[src/rtl/hamming_scrub_ctrl_if.sv]
// Host read port of the Hamming(7,4) scrub controller: request/grant handshake
// plus the corrected read-data return path.
interface hamming_scrub_ctrl_if #(
    parameter int ADDR_W = 4
);
    logic              host_req;
    logic [ADDR_W-1:0] host_addr;
    logic              host_gnt;
    logic              host_rvalid;
    logic [3:0]        host_rdata;
    logic              host_err;

    modport master (
        output host_req,
        output host_addr,
        input  host_gnt,
        input  host_rvalid,
        input  host_rdata,
        input  host_err
    );

    modport slave (
        input  host_req,
        input  host_addr,
        output host_gnt,
        output host_rvalid,
        output host_rdata,
        output host_err
    );
endinterface

[src/rtl/hamming_scrub_ctrl.sv]
// Hamming(7,4) codeword RAM controller: arbitrates host reads against a background
// scrubber that walks every address and writes single-bit corrections back.
module hamming_scrub_ctrl #(
    parameter int ADDR_W = 4
) (
    input  logic                clk,
    input  logic                rst_n,
    hamming_scrub_ctrl_if.slave host,
    input  logic                start_i,
    output logic                mem_en_o,
    output logic                mem_we_o,
    output logic [ADDR_W-1:0]   mem_addr_o,
    output logic [6:0]          mem_wdata_o,
    input  logic [6:0]          mem_rdata_i,
    output logic                busy_o,
    output logic                done_o,
    output logic [ADDR_W:0]     err_count_o,
    output logic [ADDR_W-1:0]   last_err_addr_o,
    output logic [2:0]          last_err_pos_o
);
    localparam int DEPTH = 1 << ADDR_W;
    localparam logic [ADDR_W-1:0] LAST_ADDR = ADDR_W'(DEPTH - 1);

    typedef enum logic [2:0] {
        IDLE   = 3'd0,
        S_RD   = 3'd1,
        S_CHK  = 3'd2,
        S_WB   = 3'd3,
        S_NEXT = 3'd4,
        H_RD   = 3'd5,
        H_CHK  = 3'd6,
        DONE   = 3'd7
    } state_t;

    // cw[6]..cw[0] hold positions 1..7 = p1 p2 d1 p4 d2 d3 d4
    function automatic logic [2:0] syndrome(input logic [6:0] cw);
        logic s1;
        logic s2;
        logic s4;
        s1 = cw[6] ^ cw[4] ^ cw[2] ^ cw[0];
        s2 = cw[5] ^ cw[4] ^ cw[1] ^ cw[0];
        s4 = cw[3] ^ cw[2] ^ cw[1] ^ cw[0];
        return {s4, s2, s1};
    endfunction

    function automatic logic [6:0] correct(input logic [6:0] cw, input logic [2:0] syn);
        logic [6:0] c;
        c = cw;
        if (syn != 3'd0) begin
            c[3'd7 - syn] = ~cw[3'd7 - syn];
        end else begin
            c = cw;
        end
        return c;
    endfunction

    function automatic logic [3:0] data_of(input logic [6:0] cw);
        return {cw[4], cw[2], cw[1], cw[0]};
    endfunction

    state_t            state_q, state_d;
    logic [ADDR_W-1:0] ptr_q, ptr_d;
    logic              busy_q, busy_d;
    logic              host_last_q, host_last_d;
    logic [6:0]        wb_q, wb_d;
    logic [ADDR_W:0]   err_count_q, err_count_d;
    logic [ADDR_W-1:0] last_err_addr_q, last_err_addr_d;
    logic [2:0]        last_err_pos_q, last_err_pos_d;
    logic [3:0]        rdata_q, rdata_d;
    logic              herr_q, herr_d;
    logic              rvalid_q, rvalid_d;
    logic [2:0]        syn_s;
    logic [6:0]        fixed_s;

    // Next-state and datapath updates for the arbitration/scrub FSM
    always_comb begin
        state_d         = state_q;
        ptr_d           = ptr_q;
        busy_d          = busy_q;
        host_last_d     = host_last_q;
        wb_d            = wb_q;
        err_count_d     = err_count_q;
        last_err_addr_d = last_err_addr_q;
        last_err_pos_d  = last_err_pos_q;
        rdata_d         = rdata_q;
        herr_d          = herr_q;
        rvalid_d        = 1'b0;
        syn_s           = syndrome(mem_rdata_i);
        fixed_s         = correct(mem_rdata_i, syn_s);
        case (state_q)
            IDLE: begin
                if (host.host_req) begin
                    state_d = H_RD;
                end else if (start_i) begin
                    state_d     = S_RD;
                    ptr_d       = '0;
                    err_count_d = '0;
                    busy_d      = 1'b1;
                end else begin
                    state_d = IDLE;
                end
            end
            S_RD: state_d = S_CHK;
            S_CHK: begin
                host_last_d = 1'b0;
                if (syn_s != 3'd0) begin
                    state_d         = S_WB;
                    wb_d            = fixed_s;
                    err_count_d     = err_count_q + (ADDR_W + 1)'(1);
                    last_err_addr_d = ptr_q;
                    last_err_pos_d  = syn_s;
                end else begin
                    state_d = S_NEXT;
                end
            end
            S_WB: state_d = S_NEXT;
            S_NEXT: begin
                if (ptr_q == LAST_ADDR) begin
                    state_d = DONE;
                    busy_d  = 1'b0;
                end else begin
                    ptr_d = ptr_q + ADDR_W'(1);
                    if (host.host_req && !host_last_q) begin
                        state_d = H_RD;
                    end else begin
                        state_d = S_RD;
                    end
                end
            end
            H_RD: begin
                host_last_d = 1'b1;
                state_d     = H_CHK;
            end
            H_CHK: begin
                rdata_d  = data_of(fixed_s);
                herr_d   = (syn_s != 3'd0);
                rvalid_d = 1'b1;
                if (busy_q) begin
                    state_d = S_RD;
                end else begin
                    state_d = IDLE;
                end
            end
            DONE:    state_d = IDLE;
            default: state_d = IDLE;
        endcase
    end

    // State and datapath registers
    always_ff @(posedge clk or negedge rst_n) begin
        if (!rst_n) begin
            state_q         <= IDLE;
            ptr_q           <= '0;
            busy_q          <= 1'b0;
            host_last_q     <= 1'b0;
            wb_q            <= 7'd0;
            err_count_q     <= '0;
            last_err_addr_q <= '0;
            last_err_pos_q  <= 3'd0;
            rdata_q         <= 4'd0;
            herr_q          <= 1'b0;
            rvalid_q        <= 1'b0;
        end else begin
            state_q         <= state_d;
            ptr_q           <= ptr_d;
            busy_q          <= busy_d;
            host_last_q     <= host_last_d;
            wb_q            <= wb_d;
            err_count_q     <= err_count_d;
            last_err_addr_q <= last_err_addr_d;
            last_err_pos_q  <= last_err_pos_d;
            rdata_q         <= rdata_d;
            herr_q          <= herr_d;
            rvalid_q        <= rvalid_d;
        end
    end

    // RAM strobes decode from the state register alone so reset kills a write at once
    always_comb begin
        mem_en_o      = 1'b0;
        mem_we_o      = 1'b0;
        mem_addr_o    = ptr_q;
        host.host_gnt = 1'b0;
        done_o        = 1'b0;
        case (state_q)
            S_RD: mem_en_o = 1'b1;
            S_WB: begin
                mem_en_o = 1'b1;
                mem_we_o = 1'b1;
            end
            H_RD: begin
                mem_en_o      = 1'b1;
                mem_addr_o    = host.host_addr;
                host.host_gnt = 1'b1;
            end
            DONE:    done_o = 1'b1;
            default: mem_en_o = 1'b0;
        endcase
    end

    assign mem_wdata_o      = wb_q;
    assign busy_o           = busy_q;
    assign err_count_o      = err_count_q;
    assign last_err_addr_o  = last_err_addr_q;
    assign last_err_pos_o   = last_err_pos_q;
    assign host.host_rvalid = rvalid_q;
    assign host.host_rdata  = rdata_q;
    assign host.host_err    = herr_q;
endmodule

[src/flat_wrapper.sv]
// flat-port wrapper written by rule: the top's interface ports become plain ports
module hamming_scrub_ctrl_flat 
#(
    parameter int ADDR_W = 4
)
  (clk, rst_n, start_i, mem_en_o, mem_we_o, mem_addr_o, mem_wdata_o, mem_rdata_i, busy_o, done_o, err_count_o, last_err_addr_o, last_err_pos_o, host_host_req, host_host_addr, host_host_gnt, host_host_rvalid, host_host_rdata, host_host_err);
  hamming_scrub_ctrl_if #(.ADDR_W(ADDR_W)) host_i ();
  input  logic clk;
  input  logic rst_n;
  input  logic start_i;
  output logic mem_en_o;
  output logic mem_we_o;
  output logic [ADDR_W-1:0] mem_addr_o;
  output logic [6:0] mem_wdata_o;
  input  logic [6:0] mem_rdata_i;
  output logic busy_o;
  output logic done_o;
  output logic [ADDR_W:0] err_count_o;
  output logic [ADDR_W-1:0] last_err_addr_o;
  output logic [2:0] last_err_pos_o;
  input wire logic [$bits(host_i.host_req)-1:0] host_host_req;
  input wire logic [$bits(host_i.host_addr)-1:0] host_host_addr;
  output wire logic [$bits(host_i.host_gnt)-1:0] host_host_gnt;
  output wire logic [$bits(host_i.host_rvalid)-1:0] host_host_rvalid;
  output wire logic [$bits(host_i.host_rdata)-1:0] host_host_rdata;
  output wire logic [$bits(host_i.host_err)-1:0] host_host_err;
  assign host_i.host_req = host_host_req;
  assign host_i.host_addr = host_host_addr;
  assign host_host_gnt = host_i.host_gnt;
  assign host_host_rvalid = host_i.host_rvalid;
  assign host_host_rdata = host_i.host_rdata;
  assign host_host_err = host_i.host_err;
  hamming_scrub_ctrl #(.ADDR_W(ADDR_W)) u_core (.clk(clk), .rst_n(rst_n), .host(host_i), .start_i(start_i), .mem_en_o(mem_en_o), .mem_we_o(mem_we_o), .mem_addr_o(mem_addr_o), .mem_wdata_o(mem_wdata_o), .mem_rdata_i(mem_rdata_i), .busy_o(busy_o), .done_o(done_o), .err_count_o(err_count_o), .last_err_addr_o(last_err_addr_o), .last_err_pos_o(last_err_pos_o));
endmodule
[config.mk]
export PLATFORM = sky130hd
export DESIGN_NAME = hamming_scrub_ctrl_flat
export DESIGN_NICKNAME = d
export VERILOG_FILES = /design/src/rtl/hamming_scrub_ctrl_if.sv /design/src/rtl/hamming_scrub_ctrl.sv /design/src/flat_wrapper.sv
export SDC_FILE = /design/constraint.sdc
export NUM_CORES = 1
export LEC_CHECK = 0
export CORE_MARGIN = 5
export CORE_UTILIZATION = 45
export DETAILED_ROUTE_END_ITERATION = 8
export PLACE_DENSITY_LB_ADDON = 0.12
export SETUP_SLACK_MARGIN = 0.1
export SYNTH_ARGS = -nofsm -noshare
export SYNTH_HDL_FRONTEND = slang
export SYNTH_SLANG_ARGS = --single-unit
[constraint.sdc]
create_clock -name clk -period 2.4 [get_ports clk]
set_input_delay 0.48 -clock clk [delete_from_list [all_inputs] [get_ports clk]]
set_output_delay 0.48 -clock clk [all_outputs]
set_load 0.01 [all_outputs]
* Word level (Yosys, flattened, before mapping)
Cells that the tools add are included.
Word-level totals: input port bits 15, word-level logic and storage cells 84, register bits after elaboration 34
Cells by class: $add $sub $neg 3, muxes and demuxes 32, equality and inequality tests 13, $lt $le $gt $ge 2, reductions and logical operators 13, bitwise operators 10
Operators by type and width (number):
- 3-bit case mux with 8 select lines | 1
- 4-bit two-way mux | 4
- 5-bit two-way mux | 3
- 3-bit equality test, second input constant | 4
- 1-bit two-way mux | 12
- 3-bit two-way mux | 4
- 4-bit AND reduction | 3
- 5-bit case mux with 2 select lines | 1
- 1-bit XOR | 9
- 4-bit case mux with 2 select lines | 1
- 7-bit bitwise mux | 1
- 7-bit two-way mux | 1
- 3-bit by 2-bit equality test with 1-bit output, second input constant | 2
- 2-bit inequality test, second input constant | 3
- 2-bit nonzero test | 3
- 5-bit by 1-bit adder with 5-bit output, second input constant | 1
- 4-bit by 1-bit adder with 4-bit output, second input constant | 1
- 4-bit equality test, second input constant | 1
- 3-bit by 4-bit < comparator with 1-bit output, second input constant | 1
- 2-bit by 1-bit inequality test with 1-bit output, second input constant | 2
- 1-bit case mux with 2 select lines | 2
- 1-bit binary-select mux with 3-bit select | 1
- 1-bit demux with 3-bit select | 1
- 3-bit by 1-bit equality test with 1-bit output, second input constant | 1
- 9 further kinds | 10

* Longest topological paths before layout
depth in word-level cells 10, mapped depth 8, mapped depth without buffers 7

* Worst setup path before layout
No wires, ideal clock.
path type input port to flip-flop, from input mem_rdata_i[4], to register u_core.last_err_addr_q[2], in the netlist u_core.last_err_addr_o[2], stages on the path 7, buffers on the path 2, required time 2275 ps, arrival time 2008 ps, slack 267 ps, cell sequence buf_2 > xor2_2 > xor2_2 > o21ai_1 > nand2_1 > buf_4 > mux2_2
On the way: longest elaborated chain between the ends 5
Ends and longest elaborated chain:
- start, declared | line flat_wrapper.sv:15 | input logic [6:0] mem_rdata_i;
- 1-bit XOR, on equally long branches (3 in series) | line hamming_scrub_ctrl.sv:40, hamming_scrub_ctrl.sv:41
- 3-bit nonzero test * | line hamming_scrub_ctrl.sv:106 | if (syn_s != 3'd0) begin
- 2-bit AND reduction (no source line) *
- end signal, assigned | line hamming_scrub_ctrl.sv:170 | last_err_addr_q <= last_err_addr_d;
- end, declared | line hamming_scrub_ctrl.sv:67 | logic [ADDR_W-1:0] last_err_addr_q, last_err_addr_d;
Every way passes the cells marked *; elsewhere a longest branch is shown, timed or not. A chain may end at the register's enable or synchronous reset.

* Final worst setup path
from input mem_rdata_i[4], to register u_core.err_count_q[4], in the netlist u_core.err_count_o[4]
On the way: longest elaborated chain between the ends 6
Ends and longest elaborated chain:
- 1-bit XOR, on equally long branches (3 in series) | line hamming_scrub_ctrl.sv:40, hamming_scrub_ctrl.sv:41
- 3-bit nonzero test * | line hamming_scrub_ctrl.sv:106
- 2-bit by 1-bit inequality test with 1-bit output (no source line) *
- 4-bit AND reduction (no source line) *
- end signal, assigned | line hamming_scrub_ctrl.sv:169 | err_count_q <= err_count_d;
- end, declared | line hamming_scrub_ctrl.sv:66 | logic [ADDR_W:0] err_count_q, err_count_d;
Marked as above.

==> flow_summary_export.csv <==
group,metric,value,unit
cells_and_area,drive_gt1_frac,0.197,
sta,skew,7.69,ps
floorplanning,start_util,0.458,
critical_path,rr_startpoint,"u_core.ptr_q[0]",
sta,drv_slew,0,
placed_design,dpl.hpwl,3570,µm
grt,grt_max_degree,35,
sta,worst_pin_slew,443,ps
critical_path,r2r_cells,7,
cells_and_area,multi_input_area,927,µm²
grt,gr-total-overflow,0,
cts,numCtsBuffers,5,
sta,fmax,456,MHz
critical_path,endpoint_kind,"register",
power_and_ir_drop,leakagePower,1.20,nW
cells_and_area,final_common_cell,"clkdlybuf4s50_1",
critical_path,critPathMaxFanout,8,
status,status,"complete, no violations",
hold_path,hp-start,"u_core.mem_wdata_o[4]",
floorplanning,dieArea,5380,µm²
sta,maxSlewHeadroom,0.703,
cells_and_area,final_cell_mix,"clkdlybuf4s50_1, dfrtp_1, nand2_1",
yosys,synthFlopType,"dfrtp_1",
cells_and_area,final_nets,275,
routing,drt_iter0_drc,80,
cells_and_area,diodes,0,
routing,vias,1628,
cts,path_clk_slew,80,ps
grt,grt_pass1_wl,7540,µm
floorplanning,ios,49,
floorplanning,rows,23,
cells_and_area,final_core_util,0.664,
floorplanning,core_area,3940,µm²
critical_path,r2r_end,"u_core.ptr_q[3]",
grt,antenna_found_initial,0,
grt,grt_pass1_vias,1699,
yosys,yosysSeqAreaShare,0.471,
yosys,syn_inst,189,
routing,drt_first_pass_iters,4,
sta,setup_viol,0,
cts,cts_buffer_depth,2,
cells_and_area,fin_cells,309,
placed_design,routabilityCongestion,0.851,
cts,hold_buffers,0,
critical_path,cp.arrival,2390,ps
cts,cts_max_level,2,
power_and_ir_drop,ir_drop,0.000745,V
job,cap_violations,0,
routing,wl_per_cell,15.0,µm
routing,wirelength,4630,µm
critical_path,crit_type,"in -> reg",
floorplanning,dieHeight,73.3,µm
critical_path,start_kind,"input pin",
yosys,synthesis.nets,206,
grt,grt_usage,0.182,
placed_design,numPortBuffers,48,
placed_design,placed_cells,300,
sta,finalCriticalPeriod,2190,ps
yosys,ys_ff_latch,34,
hold_path,hp-class,"reg -> reg",
yosys,synth.yosys.warnings,0,
routing,postRouteAntennaNets,0,
hold_path,min_to,"u_core.mem_wdata_o[4]",
cells_and_area,seq_area,851,µm²
cells_and_area,fillers,324,
power_and_ir_drop,powerDensity,1160,nW/µm²
yosys,ys_async_sr_fraction,1.00,
floorplanning,die-width,73.3,µm
sta,hold_viol_final,0,
cts,clock_latency,280,ps
routing,vias_per_cell,5.27,
routing,drc_errors,0,
critical_path,reg2reg_slack,790,ps
yosys,syn_avg_cell_area,9.55,µm²
cells_and_area,area_growth,45.0,%
cts,ctsRootBufferMaster,"clkbuf_8",
sta,fin_crit_sh,0.913,
cts,cts_tree,"yes",
cts,numClockSinks,34,
yosys,syn_area,1810,µm²
sta,rsz0062_at_grt,"no",
yosys,synth_edf_count,0,
yosys,ys_types,41,
critical_path,cp.required,2600,ps
hold_path,hold_path_depth,2,
[per-stage QoR]
step	hold slack [ps]	power, mW	setup TNS, ps	cell area (µm²)	setup WS [ps]
floorplan	184	1.75	0	1810	267
global placement	462	2.47	-118	2470	-44.8
detailed placement	471	2.53	-593	2470	-140
CTS	488	3.05	0	2590	158
global route	514	3.24	0	2620	99.0
finish	488	3.04	0	2620	209
[worst max path at each step]
stage                   startpoint                   endpoint
detailed placement  mem_rdata_i[0]      u_core.err_count_o[4]
global route        mem_rdata_i[4]  u_core.last_err_addr_o[0]
finish              mem_rdata_i[4]      u_core.err_count_o[4]
CTS                 mem_rdata_i[0]      u_core.err_count_o[4]
global placement    mem_rdata_i[0]      u_core.err_count_o[4]
floorplan           mem_rdata_i[4]  u_core.last_err_addr_o[2]
[critical path, stage by stage]
cell	delay, ps
clkdlybuf4s50_1	530
xnor2_2	210
and3_4	160
or2_4	250
a31o_4	260
or3_1	350
a21oi_1	160
[state kept, by name, indices dropped and copies added, names as in the netlist]
signal / count
u_core.host.host_rdata: 4
u_core.busy_o: 1
u_core.host.host_err: 1
u_core.err_count_o: 5
u_core.last_err_addr_o: 4
u_core.mem_wdata_o: 7
u_core.host_last_q: 1
u_core.ptr_q: 4
u_core.host.host_rvalid: 1
u_core.last_err_pos_o: 3
u_core.state_q: 3
[synthesized netlist by cell type (2+ instances only)]
library cell / count / area, µm²
nand3_1: 7 / 35.0
or3_1: 4 / 25.0
a31oi_1: 3 / 18.8
buf_2: 2 / 10.0
o211ai_1: 2 / 15.0
mux2i_1: 4 / 40.0
nand2_1: 29 / 109
nand4_1: 2 / 12.5
nor3_1: 2 / 10.0
inv_1: 4 / 15.0
nor2_1: 11 / 41.3
xor2_1: 6 / 52.6
mux2_2: 8 / 90.1
and3_1: 4 / 25.0
a21oi_1: 10 / 50.1
xor2_2: 2 / 32.5
xnor2_1: 7 / 61.3
ha_1: 2 / 25.0
o21ai_0: 22 / 110
dfrtp_1: 34 / 851
clkbuf_1: 4 / 15.0
[cell type report]
type	instances	share of cell area
tap	50	0.0239
clock buffer	5	0.0263
sequential	34	0.325
inverter	5	0.00717
clock inverter	3	0.0172
timing repair buffer	70	0.247
multi-input combinational	142	0.354
[repair_timing]
action,4_1_cts,5_1_grt
setup endpoints to repair,5,4
pin swaps,0,0
resized for setup,5,5
buffers inserted,1,0
[power by group]
part / leakage (nW) / internal (mW) / switching [mW]
sequential: 0.426 / 0.811 / 0.173
combinational: 0.721 / 0.802 / 0.724
clock: 0.0504 / 0.309 / 0.219
total: 1.20 / 1.92 / 1.12
[metal layers]
metal / vias to the layer above / track usage / share of wire
met5: - / 0 / 0
met4: 0 / 0.0604 / 0.011
met3: 6 / 0.0506 / 0.048
met2: 38 / 0.338 / 0.54
met1: 789 / 0.197 / 0.40
li1: 795 / - / -
[logic make-up (layout without fill, tap and decap cells)]
| logic type | Yosys count | after routing | synth area share |
|---|---|---|---|
| buf+inv | 13 | 83 | 0.0305 |
| compound gates | 47 | 47 | 0.159 |
| mux | 12 | 12 | 0.0721 |
| simple gates | 66 | 66 | 0.172 |
| xor+xnor | 15 | 15 | 0.0811 |
| flops | 34 | 34 | 0.471 |
| fa+ha+maj | 2 | 2 | 0.0139 |
Power figures use the tool's default switching activity.
